[config.mk]
export PLATFORM = sky130hd
export DESIGN_NAME = cv32e40p_irq_arbiter
export DESIGN_NICKNAME = d
export VERILOG_FILES = /design/src/rtl/cv32e40p_irq_arbiter.sv
export SDC_FILE = /design/constraint.sdc
export NUM_CORES = 2
export LEC_CHECK = 0
export ABC_AREA = 1
export BUFFER_PORTS_ARGS = -buffer_cell sky130_fd_sc_hd__buf_4
export CORE_ASPECT_RATIO = 0.6
export CORE_MARGIN = 3
export CORE_UTILIZATION = 39
export CTS_CLUSTER_DIAMETER = 100
export CTS_CLUSTER_SIZE = 10
export DETAILED_ROUTE_END_ITERATION = 10
export HOLD_SLACK_MARGIN = 0.06
export SLEW_MARGIN = 10
export SYNTH_ARGS = -nofsm -noshare
export SYNTH_HDL_FRONTEND = slang
export SYNTH_SLANG_ARGS = --single-unit
[constraint.sdc]
create_clock -name clk_i -period 39.1 [get_ports clk_i]
set_clock_uncertainty 0.2 [all_clocks]
set_input_delay 3.91 -clock clk_i [delete_from_list [all_inputs] [get_ports clk_i]]
set_output_delay 3.91 -clock clk_i [all_outputs]
set_load 0.01 [all_outputs]
[src/rtl/cv32e40p_irq_arbiter.sv]
// cv32e40p_irq_arbiter
// Per-source interrupt controller feeding the CV32E40P irq_i/irq_level_i/irq_shv_i
// inputs. Each source has enable, pending, trigger mode, shv and an 8-bit level.
// A threshold register masks low levels. The highest level candidate wins, and ties
// go to the highest index. A simple req/gnt/rvalid bus gives access to the registers.
module cv32e40p_irq_arbiter #(
  parameter  int NUM_INTERRUPTS = 32,
  localparam int ID_W           = (NUM_INTERRUPTS > 1) ? $clog2(NUM_INTERRUPTS) : 1
) (
  input  logic                      clk_i,
  input  logic                      rst_ni,
  input  logic [NUM_INTERRUPTS-1:0] src_i,
  input  logic                      cfg_req_i,
  output logic                      cfg_gnt_o,
  input  logic                      cfg_we_i,
  input  logic [11:0]               cfg_addr_i,
  input  logic [31:0]               cfg_wdata_i,
  output logic                      cfg_rvalid_o,
  output logic [31:0]               cfg_rdata_o,
  output logic [NUM_INTERRUPTS-1:0] irq_o,
  output logic [7:0]                irq_level_o,
  output logic                      irq_shv_o,
  input  logic                      irq_ack_i,
  input  logic [ID_W-1:0]           irq_id_i
);

  // Per-source state
  logic [NUM_INTERRUPTS-1:0] r_src_q;
  logic [NUM_INTERRUPTS-1:0] r_ie;
  logic [NUM_INTERRUPTS-1:0] r_ip;
  logic [NUM_INTERRUPTS-1:0] r_trig;
  logic [NUM_INTERRUPTS-1:0] r_shv;
  logic [7:0]                r_level [NUM_INTERRUPTS];
  logic [7:0]                r_thresh;

  // Bus response and registered arbiter outputs
  logic                      r_rvalid;
  logic [31:0]               r_rdata;
  logic [NUM_INTERRUPTS-1:0] r_irq;
  logic [7:0]                r_irq_level;
  logic                      r_irq_shv;

  // Decode, event and arbitration wires
  logic [8:0]                w_word;
  logic                      w_wr;
  logic                      w_thr_hit;
  logic [NUM_INTERRUPTS-1:0] w_sel;
  logic [NUM_INTERRUPTS-1:0] w_src_we;
  logic [NUM_INTERRUPTS-1:0] w_ack;
  logic [NUM_INTERRUPTS-1:0] w_edge;
  logic [NUM_INTERRUPTS-1:0] w_ip_nxt;
  logic [NUM_INTERRUPTS-1:0] w_cand;
  logic [31:0]               w_rdata;
  logic                      w_found;
  logic [7:0]                w_win_lvl;
  logic                      w_win_shv;
  logic [NUM_INTERRUPTS-1:0] w_win_onehot;
  logic                      w_unused_bits;

  // Byte-address bits [1:0] and the upper write-data half have no register behind them.
  assign w_unused_bits = ^{cfg_addr_i[1:0], cfg_wdata_i[31:16]};

  // The bus never stalls.
  assign cfg_gnt_o    = cfg_req_i;
  assign w_word       = cfg_addr_i[10:2];
  assign w_wr         = cfg_req_i & cfg_we_i;
  assign w_thr_hit    = (cfg_addr_i[11:2] == 10'h200);
  assign w_edge       = src_i & ~r_src_q;

  assign cfg_rvalid_o = r_rvalid;
  assign cfg_rdata_o  = r_rdata;
  assign irq_o        = r_irq;
  assign irq_level_o  = r_irq_level;
  assign irq_shv_o    = r_irq_shv;

  // Per-source address select, write enable and ack match; out-of-range words and ids match nothing
  always_comb begin
    w_sel    = '0;
    w_src_we = '0;
    w_ack    = '0;
    for (int i = 0; i < NUM_INTERRUPTS; i++) begin
      w_sel[i]    = ~cfg_addr_i[11] & (w_word == 9'(i));
      w_src_we[i] = w_wr & w_sel[i];
      w_ack[i]    = irq_ack_i & (irq_id_i == ID_W'(i));
    end
  end

  // Next pending bit: level sources follow the input, edge sources use write > edge > ack
  always_comb begin
    // NOTE: every combinational output gets a default first so no path leaves it unassigned (no latch).
    w_ip_nxt = r_ip;
    for (int i = 0; i < NUM_INTERRUPTS; i++) begin
      if (!r_trig[i])        w_ip_nxt[i] = src_i[i];
      else if (w_src_we[i])  w_ip_nxt[i] = cfg_wdata_i[1];
      else if (w_edge[i])    w_ip_nxt[i] = 1'b1;
      else if (w_ack[i])     w_ip_nxt[i] = 1'b0;
    end
  end

  // Read mux; unmapped addresses read as zero
  always_comb begin
    w_rdata = '0;
    if (w_thr_hit) w_rdata[7:0] = r_thresh;
    for (int i = 0; i < NUM_INTERRUPTS; i++) begin
      if (w_sel[i]) begin
        w_rdata[0]    = r_ie[i];
        w_rdata[1]    = r_ip[i];
        w_rdata[2]    = r_trig[i];
        w_rdata[3]    = r_shv[i];
        w_rdata[15:8] = r_level[i];
      end
    end
  end

  // Arbitration: highest level wins, ">=" while scanning upward hands ties to the higher index
  always_comb begin
    w_cand       = '0;
    w_found      = 1'b0;
    w_win_lvl    = '0;
    w_win_shv    = 1'b0;
    w_win_onehot = '0;
    for (int i = 0; i < NUM_INTERRUPTS; i++) begin
      w_cand[i] = r_ie[i] & r_ip[i] & (r_level[i] > r_thresh);
      if (w_cand[i] && (!w_found || (r_level[i] >= w_win_lvl))) begin
        w_found         = 1'b1;
        w_win_lvl       = r_level[i];
        w_win_shv       = r_shv[i];
        w_win_onehot    = '0;
        w_win_onehot[i] = 1'b1;
      end
    end
  end

  // Source sampling and pending-bit state
  always_ff @(posedge clk_i or negedge rst_ni) begin
    if (!rst_ni) begin
      r_src_q <= '0;
      r_ip    <= '0;
    end else begin
      // NOTE: clocked state uses non-blocking assignments so every flop samples pre-edge values.
      r_src_q <= src_i;
      r_ip    <= w_ip_nxt;
    end
  end

  // Software-visible configuration fields
  always_ff @(posedge clk_i or negedge rst_ni) begin
    if (!rst_ni) begin
      r_ie     <= '0;
      r_trig   <= '0;
      r_shv    <= '0;
      r_thresh <= '0;
      // NOTE: the level array is a bank of flops, not RAM, so it can and must clear on reset.
      for (int i = 0; i < NUM_INTERRUPTS; i++) r_level[i] <= '0;
    end else begin
      if (w_wr && w_thr_hit) r_thresh <= cfg_wdata_i[7:0];
      for (int i = 0; i < NUM_INTERRUPTS; i++) begin
        if (w_src_we[i]) begin
          r_ie[i]    <= cfg_wdata_i[0];
          r_trig[i]  <= cfg_wdata_i[2];
          r_shv[i]   <= cfg_wdata_i[3];
          r_level[i] <= cfg_wdata_i[15:8];
        end
      end
    end
  end

  // One-cycle bus response carrying pre-write register contents (zero for writes)
  always_ff @(posedge clk_i or negedge rst_ni) begin
    if (!rst_ni) begin
      r_rvalid <= 1'b0;
      r_rdata  <= '0;
    end else begin
      r_rvalid <= cfg_req_i;
      r_rdata  <= (cfg_req_i && !cfg_we_i) ? w_rdata : '0;
    end
  end

  // Registered winner towards the core
  always_ff @(posedge clk_i or negedge rst_ni) begin
    if (!rst_ni) begin
      r_irq       <= '0;
      r_irq_level <= '0;
      r_irq_shv   <= 1'b0;
    end else begin
      r_irq       <= w_win_onehot;
      r_irq_level <= w_win_lvl;
      r_irq_shv   <= w_win_shv;
    end
  end

endmodule

==> flow_summary.toml <==
[status]
status = "finished, violations left"
violations = "setup timing"

[pwr]
pwr-share-clk_pct = 44.2
power.density_nw_per_um2 = 22.7
pwr-share-seq_pct = 48.3
p_switching_w = 0.000293
p_comb_share_pct = 7.4
power.leakage_nw = 23.6
power.internal_w = 0.000772
switching_share_pct = 27.5
ir_worst_vdd_mv = 0.0333

[drt]
wire_per_inst_um = 22.9
vias_per_cell = 5.65
ant_nets = 0
num_vias = 37801
routed_wirelength_um = 153000
firstDrtPassIters = 7
drc = 0
drtIter0Drc = 4685

[job]
maxCapViolCount = 0

[sta]
worst_slack_ps = -2200
fin_hold_ws_ps = 302
setup_tns_ps = -87440
tightest_slew_ps = 1410
maxSlewHeadroom_pct = 6.13
hold_viol = 0
period_share_pct = 106
setup_viol = 41
rsz0062_at_grt = "true"
slew_violations = 0
max_clock_freq_mhz = 24.2
fin_crit_ps = 41300

[die]
start_util_pct = 39.7
die-width_um = 398
dieArea_um2 = 96000
die_h_um = 241
fp-row-count = 85
num_io_pins = 161
core-area_um2 = 90500

[setup_path]
worstRegToRegCells = 353
cp_max_fo = 11
critical_path_required_ps = 39470
critPathMaxStageDelay_ps = 370
slowest_stage = "dfrtp_1"
crit_top_cell = "nand2_1"
critical_path_class = "register to register"
r2r_start = "r_thresh[6]"
cp-end-kind = "register"
cp-start-kind = "register"
r2r_setup_slack_ps = -2200
worst_ep_arrival_time_ps = 41660
r2r_end = "irq_o[5]"

[logic_synthesis]
yosysUniqueCellTypes = 54
synth_area_um2 = 35900
synthArstFlopShare_pct = 100
ys.flop_type = "dfrtp_1"
avgSynthCellArea_um2 = 7.56
synth_edf_count = 0
synth-seq-cells = 482
netlist_instances = 4757
synth_seq_area_share_pct = 33.6
yosys_warnings = 0

[clock_tree]
cts_sinks = 482
cts_buffer_depth = 3
cts_root_buf = "clkbuf_16"
ctsHtreeMaxLevel = 2
cts_buffers = 54
clkSlewWorstSetupHoldPaths_ps = 60
clk_latency_ps = 670
cts_tree = "done"

[placed_design]
place.gp.congestion = 0.979
dp_hpwl_um = 111000
place_inst = 6462
portBuffers = 126

[finish]
syn2layout_area_growth_pct = 30.6
drive_gt1_share_pct = 25.4
instances_no_fill = 6688
fin_nets = 6032
n_fill_cell = 8465

[hold_path]
hold_class = "register to register"
hold_depth = 2
hold_start = "r_ip[6]"
min_to = "r_ip[6]"

[global_routing]
grt_use_total_pct = 30.9
grt_pass1_wl_um = 221000
grt-ovfl-total = 0
antenna_found_initial = 6
grt_pass1_vias = 34378
grt_max_degree = 142
[placed cells by master, fill, tap and decap left out, types with 113 or more instances in the layout]
| cell | netlist | layout |
|---|---|---|
| nand2_1 | 1217 | 1126 |
| buf_4 | 29 | 714 |
| o21ai_0 | 740 | 508 |
| dfrtp_1 | 482 | 481 |
| inv_1 | 485 | 468 |
| ha_1 | 482 | 433 |
| nor2_1 | 292 | 279 |
| a21oi_1 | 242 | 206 |
| nand3_1 | 142 | 135 |
| o21ai_2 | 1 | 113 |
[critical path: cells and delay by family, from the launching register on]
kind | cells | cell delay, ps
and+or+nand+nor | 186 | 16120
AOI/OAI and AO/OA | 89 | 10280
adders and majority gates | 32 | 8370
buffers and inverters | 46 | 5710
DFF | 1 | 370
[registers in the layout (all words and copies together), names as in the netlist]
signal and cells:
r_ie 32, irq_shv_o 1, r_thresh 8, cfg_rdata_o 16, r_trig 32, r_level 256
cfg_rvalid_o 1, r_shv 32, r_src_q 32, r_ip 32, irq_o 32, irq_level_o 8
[layer usage]
layer  vias to the layer above  routed length, um  GRT usage [%]
met1                     17993              71300           47.8
met3                       244              19700           9.57
li1                      17593                  -              -
met2                      1971              57300           40.2
met4                         0               4700           9.02
met5                         -                  0              0
[final cells by class]
type                            count  area [um^2]  area share (%)
Multi-Input combinational cell   3622        23500            50.0
Timing Repair Buffer              791         6460            13.8
Inverter                          513         1970            4.21
Clock inverter                      4         67.6           0.144
Clock buffer                       56         1360            2.90
Tap cell                         1218         1520            3.25
Antenna cell                        2         5.00          0.0107
Sequential cell                   482        12100            25.7
[synthesized netlist by cell type, types with 33 or more instances]
cell type	n	share of area, %
nand2_1	1217	13
o21ai_0	740	10
inv_1	485	5.1
dfrtp_1	482	34
ha_1	482	17
nor2_1	292	3.0
a21oi_1	242	3.4
nand3_1	142	2.0
clkbuf_1	108	1.1
a221oi_1	70	1.7
nand2_2	60	1.0
o211ai_1	43	0.90
nor3_1	38	0.53
o221ai_1	33	0.80
[worst max-delay path by stage]
stage	end	cells past startpoint	startpoint	slack, ps
3_5_place_dp	irq_o[26]	327	r_thresh[7]	-4700
5_1_grt	irq_o[18]	371	r_thresh[7]	-5010
6_report	irq_o[5]	353	r_thresh[6]	-2200
3_3_place_gp	irq_o[26]	313	r_thresh[7]	-3880
2_1_floorplan	irq_level_o[2]	399	r_thresh[7]	20
4_1_cts	irq_o[26]	380	r_thresh[7]	-1380
[timing repair]
action                     in CTS  in global routing
cloned                         15                  2
hold buffers                    0                  0
setup endpoints to repair      41                 41
pin swaps                     157                206
setup buffers                  91                 57
resized for setup             436                285
[cell families after synthesis]
| logic type | Yosys count | share of synthesized area (%) |
|---|---|---|
| other | 1 | 0.0104 |
| DFF | 482 | 33.6 |
| and+or+nand+nor | 1886 | 22.5 |
| buffers and inverters | 676 | 7.92 |
| AOI/OAI and AO/OA | 1230 | 19.2 |
| adders and majority gates | 482 | 16.8 |
[power by group through the flow]
| stage | Combinational [W] | Clock (W) | Sequential, W |
|---|---|---|---|
| after CTS | 0.0000764 | 0.000478 | 0.000514 |
| after global placement | 0.0000738 | 0 | 0.000523 |
| after floorplan | 0.0000316 | 0 | 0.000520 |
| after detailed placement | 0.0000750 | 0 | 0.000523 |
| final | 0.0000794 | 0.000471 | 0.000515 |
| after global routing | 0.0000858 | 0.000493 | 0.000516 |
[per-stage QoR]
step	power, W	setup WS [ps]	cell area (um^2)	utilization, %
after floorplan	0.000552	19.7	36200	-
after global placement	0.000597	-3880	41600	46.0
after detailed placement	0.000598	-4700	41600	46.0
after CTS	0.00107	-1380	45100	49.8
after global routing	0.00109	-5010	46900	51.9
final	0.00107	-2200	46900	51.9
Power figures use the tool's default switching activity.
